==> config.mk <==
export PLATFORM = sky130hd
export DESIGN_NAME = amba3_apb_arbiter
export DESIGN_NICKNAME = d
export VERILOG_FILES = /design/src/rtl/pkg_amba3.sv /design/src/rtl/amba3_apb_arb_pick.sv /design/src/rtl/amba3_apb_arbiter.sv
export SDC_FILE = /design/constraint.sdc
export NUM_CORES = 1
export LEC_CHECK = 0
export ABC_AREA = 1
export ABC_CLOCK_PERIOD_IN_PS = 2200
export CAP_MARGIN = 40
export CELL_PAD_IN_SITES_DETAIL_PLACEMENT = 1
export CELL_PAD_IN_SITES_GLOBAL_PLACEMENT = 1
export CORE_UTILIZATION = 27
export CTS_BUF_LIST = sky130_fd_sc_hd__clkbuf_4
export DETAILED_ROUTE_END_ITERATION = 12
export PLACE_DENSITY = 0.87
export SLEW_MARGIN = 5
export SYNTH_ARGS = -nofsm -noshare
export SYNTH_HDL_FRONTEND = slang
export SYNTH_SLANG_ARGS = --single-unit
==> constraint.sdc <==
create_clock -name pclk -period 2.2 [get_ports pclk]
set_input_delay 0.44 -clock pclk [delete_from_list [all_inputs] [get_ports pclk]]
set_output_delay 0.44 -clock pclk [all_outputs]
set_load 0.05 [all_outputs]
==> src/rtl/pkg_amba3.sv <==
// -----------------------------------------------------------------------------
// pkg_amba3
// Shared types for the AMBA3 APB arbiter slice.
//   amba3_apb_arb_state_t : APB master FSM state (IDLE / SETUP / ACCESS)
//   APB_MAX_REQ           : largest supported requester count
//   arb_is_idle()         : true when the FSM may arbitrate
// -----------------------------------------------------------------------------
package pkg_amba3;

  localparam int APB_MAX_REQ = 16;

  typedef enum logic [1:0] {
    IDLE   = 2'd0,
    SETUP  = 2'd1,
    ACCESS = 2'd2
  } amba3_apb_arb_state_t;

  // Arbitration, and therefore req_ready, is only ever live in IDLE.
  function automatic logic arb_is_idle(input amba3_apb_arb_state_t st);
    return st == IDLE;
  endfunction

endpackage : pkg_amba3

==> src/rtl/amba3_apb_arb_pick.sv <==
// -----------------------------------------------------------------------------
// amba3_apb_arb_pick
// Combinational winner selection for the APB arbiter.
// Scans req_valid starting at index 'pointer' and wrapping modulo NUM_REQ;
// the first asserted request wins.
//   With AMBA3_APB_ARBITER_RR_EN the top drives pointer = last winner + 1
//   (round-robin); without it the top ties pointer to 0, which reduces the
//   scan to fixed priority with the lowest index winning.
// Ports:
//   req_valid [NUM_REQ] in  : pending requests
//   pointer   [PTR_W]   in  : scan start index (0..NUM_REQ-1)
//   grant     [NUM_REQ] out : one-hot winner, all zero when nothing pending
// -----------------------------------------------------------------------------
module amba3_apb_arb_pick #(
  parameter  int NUM_REQ = 4,
  localparam int PTR_W   = (NUM_REQ > 1) ? $clog2(NUM_REQ) : 1
) (
  input  logic [NUM_REQ-1:0] req_valid,
  input  logic [PTR_W-1:0]   pointer,
  output logic [NUM_REQ-1:0] grant
);

  int               sum;
  logic [PTR_W-1:0] cand;

  // Walk from lowest to highest priority so the last hit written (k = 0,
  // closest to the pointer) is the one that survives.
  always_comb begin
    // NOTE: every combinational output gets a default before any condition,
    // so no path leaves it unassigned and no latch is inferred.
    grant = '0;
    sum   = 0;
    cand  = '0;
    for (int k = NUM_REQ - 1; k >= 0; k--) begin
      sum = int'(pointer) + k;
      if (sum >= NUM_REQ) sum = sum - NUM_REQ;
      cand = PTR_W'(sum);
      if (req_valid[cand]) begin
        grant       = '0;
        grant[cand] = 1'b1;
      end
    end
  end

endmodule : amba3_apb_arb_pick

==> src/rtl/amba3_apb_arbiter.sv <==
// -----------------------------------------------------------------------------
// amba3_apb_arbiter
// N-requester to single AMBA3 APB master bridge. One transfer in flight;
// arbitration happens only in IDLE, the winner is latched and driven through
// SETUP (psel) and ACCESS (psel+penable) until pready, then a one-cycle
// rsp_valid pulse is returned to the owning requester.
//
// Configuration macro:
//   AMBA3_APB_ARBITER_RR_EN  defined   -> round-robin, pointer = last winner
//                            undefined -> fixed priority, lowest index wins
//
// Ports:
//   pclk, preset_n                     : clock, async active-low reset
//   req_valid/req_ready   [NUM_REQ]    : request handshake (ready one-hot)
//   req_addr  [NUM_REQ*ADDR_SIZE]      : packed per-requester address
//   req_write [NUM_REQ]                : 1 = write
//   req_wdata [NUM_REQ*DATA_SIZE]      : packed per-requester write data
//   rsp_valid [NUM_REQ], rsp_rdata     : completion pulse and read data
//   paddr, pwrite, pwdata, psel,
//   penable                            : APB master outputs (registered)
//   pready, prdata                     : APB slave response
// -----------------------------------------------------------------------------
module amba3_apb_arbiter
  import pkg_amba3::*;
#(
  parameter  int NUM_REQ   = 4,
  parameter  int ADDR_SIZE = 32,
  parameter  int DATA_SIZE = 32,
  localparam int PTR_W     = (NUM_REQ > 1) ? $clog2(NUM_REQ) : 1
) (
  input  logic                           pclk,
  input  logic                           preset_n,
  input  logic [NUM_REQ-1:0]             req_valid,
  output logic [NUM_REQ-1:0]             req_ready,
  input  logic [NUM_REQ*ADDR_SIZE-1:0]   req_addr,
  input  logic [NUM_REQ-1:0]             req_write,
  input  logic [NUM_REQ*DATA_SIZE-1:0]   req_wdata,
  output logic [NUM_REQ-1:0]             rsp_valid,
  output logic [DATA_SIZE-1:0]           rsp_rdata,
  output logic [ADDR_SIZE-1:0]           paddr,
  output logic                           pwrite,
  output logic [DATA_SIZE-1:0]           pwdata,
  output logic                           psel,
  output logic                           penable,
  input  logic                           pready,
  input  logic [DATA_SIZE-1:0]           prdata
);

  amba3_apb_arb_state_t state_q, state_d;

  logic [NUM_REQ-1:0]   grant;
  logic [PTR_W-1:0]     pick_start;
  logic [PTR_W-1:0]     win_idx;
  logic [PTR_W-1:0]     owner_q;
  logic                 accept;

  logic [ADDR_SIZE-1:0] addr_arr  [NUM_REQ];
  logic [DATA_SIZE-1:0] wdata_arr [NUM_REQ];

  for (genvar g = 0; g < NUM_REQ; g++) begin : g_unpack
    assign addr_arr[g]  = req_addr[g*ADDR_SIZE +: ADDR_SIZE];
    assign wdata_arr[g] = req_wdata[g*DATA_SIZE +: DATA_SIZE];
  end

  // ---------------------------------------------------------------------------
  // Arbitration
  // ---------------------------------------------------------------------------
`ifdef AMBA3_APB_ARBITER_RR_EN
  logic [PTR_W-1:0] rr_ptr_q;

  // Pointer holds the last granted index; resetting to NUM_REQ-1 makes the
  // first search after reset start at requester 0.
  always_ff @(posedge pclk or negedge preset_n) begin
    if (!preset_n) begin
      rr_ptr_q <= PTR_W'(NUM_REQ - 1);
    end else if (accept) begin
      rr_ptr_q <= win_idx;
    end
  end

  assign pick_start = (rr_ptr_q == PTR_W'(NUM_REQ - 1)) ? '0
                                                        : rr_ptr_q + PTR_W'(1);
`else
  assign pick_start = '0;
`endif

  amba3_apb_arb_pick #(
    .NUM_REQ   (NUM_REQ)
  ) u_pick (
    .req_valid (req_valid),
    .pointer   (pick_start),
    .grant     (grant)
  );

  always_comb begin
    win_idx = '0;
    for (int i = 0; i < NUM_REQ; i++) begin
      if (grant[i]) win_idx = PTR_W'(i);
    end
  end

  // ---------------------------------------------------------------------------
  // FSM: state register
  // ---------------------------------------------------------------------------
  always_ff @(posedge pclk or negedge preset_n) begin
    // NOTE: clocked state uses non-blocking (<=) so every flop samples the
    // pre-edge values and simulation order between processes cannot matter.
    if (!preset_n) begin
      state_q <= IDLE;
    end else begin
      state_q <= state_d;
    end
  end

  // ---------------------------------------------------------------------------
  // FSM: next state
  // ---------------------------------------------------------------------------
  always_comb begin
    state_d = state_q;
    unique case (state_q)
      IDLE:    if (accept) state_d = SETUP;
      SETUP:   state_d = ACCESS;
      ACCESS:  if (pready) state_d = IDLE;
      default: state_d = IDLE;
    endcase
  end

  // ---------------------------------------------------------------------------
  // FSM: combinational outputs
  // req_ready is a live view of the winner while IDLE, so a requester that
  // drops req_valid before the edge is simply not accepted.
  // ---------------------------------------------------------------------------
  always_comb begin
    req_ready = '0;
    accept    = 1'b0;
    if (arb_is_idle(state_q)) begin
      req_ready = grant;
      accept    = |grant;
    end
  end

  // ---------------------------------------------------------------------------
  // Registered APB and response outputs
  // The APB payload registers double as the transfer latch: they are loaded
  // at accept, untouched through SETUP/ACCESS, and cleared at completion so
  // the bus reads zero whenever psel is low.
  // ---------------------------------------------------------------------------
  always_ff @(posedge pclk or negedge preset_n) begin
    if (!preset_n) begin
      psel      <= 1'b0;
      penable   <= 1'b0;
      pwrite    <= 1'b0;
      paddr     <= '0;
      pwdata    <= '0;
      owner_q   <= '0;
      rsp_valid <= '0;
      rsp_rdata <= '0;
    end else begin
      rsp_valid <= '0;
      unique case (state_q)
        IDLE: begin
          if (accept) begin
            psel    <= 1'b1;
            penable <= 1'b0;
            paddr   <= addr_arr[win_idx];
            pwrite  <= req_write[win_idx];
            pwdata  <= wdata_arr[win_idx];
            owner_q <= win_idx;
          end
        end
        SETUP: begin
          penable <= 1'b1;
        end
        ACCESS: begin
          if (pready) begin
            psel               <= 1'b0;
            penable            <= 1'b0;
            pwrite             <= 1'b0;
            paddr              <= '0;
            pwdata             <= '0;
            rsp_valid[owner_q] <= 1'b1;
            rsp_rdata          <= pwrite ? '0 : prdata;
          end
        end
        default: begin
          psel    <= 1'b0;
          penable <= 1'b0;
        end
      endcase
    end
  end

endmodule : amba3_apb_arbiter
-- Yosys cells after proc, flatten, opt, wreduce, memory -nomap -nowiden
Index checks and enable logic that the tools add are counted.
- bits in registers: 107
- word-level logic and storage cells: 65
- RAM bits: 0
- latch bits: 0
- memories: 0
- bits in read-only memories: 0
- bits of input ports: 299
- multiplexer cells: 37
- $lt $le $gt $ge: 4
- equality and inequality tests: 4
- bitwise operators: 2
- div/mod/pow operators: 0
- shift-type cells: 0
- $add $sub $neg: 0
- multiply operators: 0
- reduce and logical (&&, ||, !) cells: 9
- operators with widths (operator ; number):
    2-to-1 mux 32 bit ; 8
    binary-select mux 32 bit (select 2 bit) ; 2
    case mux 32 bit (2 select lines) ; 2
    2-to-1 mux 4 bit ; 7
    2-to-1 mux 1 bit ; 8
    2-to-1 mux 2 bit ; 4
    < comparator 2 x 3 -> 1 bit, second input constant ; 2
    case mux 1 bit (3 select lines) ; 2
    case mux 2 bit (3 select lines) ; 1
    AND reduction 2 bit ; 3
    AND reduction 3 bit ; 2
    != test 2 bit, second input constant ; 2
    OR reduction 4 bit ; 1
    >= comparator 3 bit, second input constant ; 1
    NOT 2 -> 3 bit ; 1
    binary-select mux 1 bit (select 2 bit) ; 1
    demux 1 bit (select 2 bit) ; 1
    == test 2 x 1 -> 1 bit, second input constant ; 1
    == test 2 bit, second input constant ; 1
    >= comparator 2 x 1 -> 1 bit, second input constant ; 1
    zero test 2 bit ; 1
    case mux 1 bit (2 select lines) ; 1
    nonzero test 2 bit ; 1
    logical AND 1 bit ; 1
    NOT 1 bit ; 1

-- Longest topological paths before layout
- depth in word-level cells: 13
- depth in mapped cells: 11
- mapped depth without buffers: 9

-- By module
Synthesis repeated with hierarchy kept, for this count alone.
- cell total of the unflattened synthesis: 1302
- area, all modules: 7617.3 sq um
- modules (own cells, without submodules) (module ; area an instance (sq um) ; times used ; cells each ; seq. area each (sq um)):
    amba3_apb_arbiter ; 7194.4 ; 1 ; 1228 ; 2652.5
    amba3_apb_arb_pick ; 422.9 ; 1 ; 74 ; 0.0

-- Worst setup path after synthesis
Ideal clock, no wire load.
- path type: input-to-output
- from: in req_valid[0]
- to: out req_ready[1]
- data arrival time: 1.612 ns
- setup slack: 0.148 ns
- data required time: 1.760 ns
- stages on the path: 5
- path buffers: 2
- cells stage by stage: inv_1 nand2_2 buf_2 clkbuf_1 nor2_1
- cells in the longest elaborated chain, start to end: 2
- RTL lines (what ; line ; RTL):
    start, declared ; amba3_apb_arbiter.sv:33 ; input logic [NUM_REQ-1:0] req_valid,
    2-to-1 mux 4 bit ; amba3_apb_arb_pick.sv:38 ; if (req_valid[cand]) begin
    2-to-1 mux 4 bit ; amba3_apb_arbiter.sv:136 ; if (arb_is_idle(state_q)) begin
    end, declared ; amba3_apb_arbiter.sv:34 ; output logic [NUM_REQ-1:0] req_ready,
Every way passes these cells.

-- Worst setup path in the final report
- from: reg pwdata[6]
- to: out pwdata[6]
- RTL lines (what ; line ; RTL):
    start, declared ; amba3_apb_arbiter.sv:42 ; output logic [DATA_SIZE-1:0] pwdata,
    start signal, assigned ; amba3_apb_arbiter.sv:167 ; pwdata <= wdata_arr[win_idx];
No word-level cell between the ends.

==> flow_metrics.env <==
export IMPL_fin_crit_sh_pct=97.3
export IMPL_rows=57
export IMPL_fp_dieH_um=161
export IMPL_synth_warnings=0
export IMPL_synth_xor_area_share_pct=0
export IMPL_post_dp_hpwl_mm=23.9
export IMPL_via_count=8485
export IMPL_start_util_pct=27.8
export IMPL_grt_pass1_wl_mm=48.2
export IMPL_cts_sinks=106
export IMPL_multi_input_area_um2=3270
export IMPL_post_cts_repair_setup_buffers=0
export IMPL_die_w_um=161
export IMPL_cts_inserted_buffers=9
export IMPL_tightestPinTransition_ns=0.622
export IMPL_cp_slowest_cell="clkdlybuf4s50_1"
export IMPL_ys_types=16
export IMPL_netlist_instances=1095
export IMPL_cts_root_buf="clkbuf_4"
export IMPL_ff_latch_area_um2=2650
export IMPL_final_max_slew_viol_count=0
export IMPL_wl_per_cell_um=17.1
export IMPL_synth_top_family_by_area="simple AND/OR/NAND/NOR gates"
export IMPL_ys_seq_area_share_pct=39.0
export IMPL_syn_area_per_cell_um2=6.20
export IMPL_dr_pass1_iters=5
export IMPL_whs_ns=0.474
export IMPL_path_buf_inv=1
export IMPL_antenna_found_initial=2
export IMPL_start_kind="flip-flop"
export IMPL_cts_tree="done"
export IMPL_mostFrequentLayoutCells="525 x nand2_1, 330 x clkdlybuf4s50_1, 195 x nand3_1"
export IMPL_final_common_cell="nand2_1"
export IMPL_rsz0062_at_grt="no"
export IMPL_path_cells="clkdlybuf4s50_1"
export IMPL_tns_ns=0
export IMPL_synthSimpleGateAreaFrac_pct=44.7
export IMPL_core_area_um2=24500
export IMPL_clockBufferDepth=2
export IMPL_fill_cells=3122
export IMPL_cpPeakStageDelay_ns=0.83
export IMPL_critPathKind="flip-flop to output pin"
export IMPL_place_inst=1784
export IMPL_die_area_um2=25800
export IMPL_clock_latency_ns=0.49
export IMPL_synth_ff_latch_count=106
export IMPL_finalHoldViolCount=0
export IMPL_hold_class="flip-flop to flip-flop"
export IMPL_relSlewSlack_pct=58.5
export IMPL_fin_cells=1803
export IMPL_setup_viol=0
export IMPL_end_kind="output pin"
export IMPL_nets=1771
export IMPL_overflow=0
export IMPL_boundaryPins=406
export IMPL_synth_nets=1394
export IMPL_gr_usage_all_layers_pct=23.9
export IMPL_p_per_area_nw_per_um2=1110
export IMPL_layout_core_utilization_pct=47.4
export IMPL_required_ns=1.76
export IMPL_muxShareOfSynthArea_pct=0
export IMPL_drc=0
export IMPL_cp_depth=1
export IMPL_gp_congestion=0.847
export IMPL_fmax_mhz=467
export IMPL_wl_mm=30.7
export IMPL_clk_pin_slew_ns=0.20
export IMPL_cp_max_fo=2
export IMPL_drive_above_1_share_pct=4.67
export IMPL_reg2reg_depth=8
export IMPL_vdd_drop_max_mv=0.640
export IMPL_whs_path_depth=1
export IMPL_synth_compound_area_share_pct=2.71
export IMPL_syn_area_um2=6790
export IMPL_period_minus_slack_ns=2.14
export IMPL_cap_violations=0
export IMPL_worst_clock_skew_ns=0.0281
export IMPL_synthAdderAreaFrac_pct=0
export IMPL_power_leakage_nw=6.44
export IMPL_status="completed"
export IMPL_grt_pass1_vias=8936
export IMPL_via_per_inst=4.71
export IMPL_area_growth_pct=70.9
export IMPL_p_total_w=0.0129
export IMPL_numPortBuffers=405
export IMPL_cts_max_level=3
export IMPL_cp_top_family="buffers and inverters"
export IMPL_drt_iter0_markers=373
export IMPL_drtAntennaViolNets=0
export IMPL_grt_max_degree=107
export IMPL_arrival_ns=1.70
-- kinds of logic after synthesis --
logic type             count (synthesis)
AND/OR/NAND/NOR                      740
AO/OA/AOI/OAI                         36
buffers and inverters                213
flip-flops                           106
-- through the flow --
stage / setup slack [ns] / area (um^2)
2_1_floorplan: 0.148 / 6790
3_3_place_gp: 0.00849 / 11400
3_5_place_dp: -0.0348 / 11400
4_1_cts: 0.000581 / 11500
5_1_grt: 0.00161 / 11600
6_report: 0.0605 / 11600
-- report_power, final --
group | leakage [nW] | internal (W) | total, W | switching, W
Combinational | 5.02 | 0.00264 | 0.00828 | 0.00563
Clock | 0.0873 | 0.000381 | 0.00118 | 0.000798
Sequential | 1.34 | 0.00286 | 0.00342 | 0.000563
Total | 6.44 | 0.00588 | 0.0129 | 0.00700
-- registers in the layout (all words and copies together), names as in the netlist --
name and cells:
rsp_valid 4, state_q 1, pwrite 1, rsp_rdata 32, paddr 32, penable 1, owner_q 2, psel 1
pwdata 32
-- synthesized netlist by cell type, drive strengths merged --
cell	n	area share, %
nand2	529	29
nand3	195	14
inv	140	7.7
dfrtp	106	39
buf	53	4.7
o21ai	36	2.7
clkbuf	20	1.1
nor2	12	0.74
nor3	4	0.29
-- per-layer routing --
layer | routed length [um] | vias up | GRT usage, %
met5 | 0 | - | 0
met1 | 12000 | 4030 | 27.9
met4 | 1020 | 0 | 9.35
li1 | - | 4085 | -
met2 | 15600 | 316 | 42.5
met3 | 2150 | 54 | 5.24
-- final cells by class --
cell class	count	share of cell area (%)
timing repair buffer	439	39.5
sequential	106	22.9
multi-input combinational	776	28.1
inverter	140	4.53
tap	324	3.49
antenna	2	0.0431
clock buffer	9	0.582
clock inverter	7	0.819
-- worst paths after layout --
kind	slack [ns]	end	from
worst max-delay path	0.06	pwdata[6]	pwdata[6]$_DFFE_PN0P_
worst min-delay path	0.47	rsp_valid[2]$_DFF_PN0_	owner_q[0]$_DFFE_PN0P_
worst max register to register	0.76	pwdata[21]$_DFFE_PN0P_	penable$_DFFE_PN0P_
worst min register to register	0.47	rsp_valid[2]$_DFF_PN0_	owner_q[0]$_DFFE_PN0P_
max in group asynchronous	1.15	paddr[25]$_DFFE_PN0P_	preset_n
min in group asynchronous	0.52	rsp_rdata[1]$_DFFE_PN0P_	preset_n
-- repair_timing --
item	in CTS	in global routing
hold buffers	1	0
endpoints found under the setup margin	34	38
resized for setup	33	41
endpoints found under the hold margin	16	0
No activity file was read; power rests on OpenSTA's default activity.
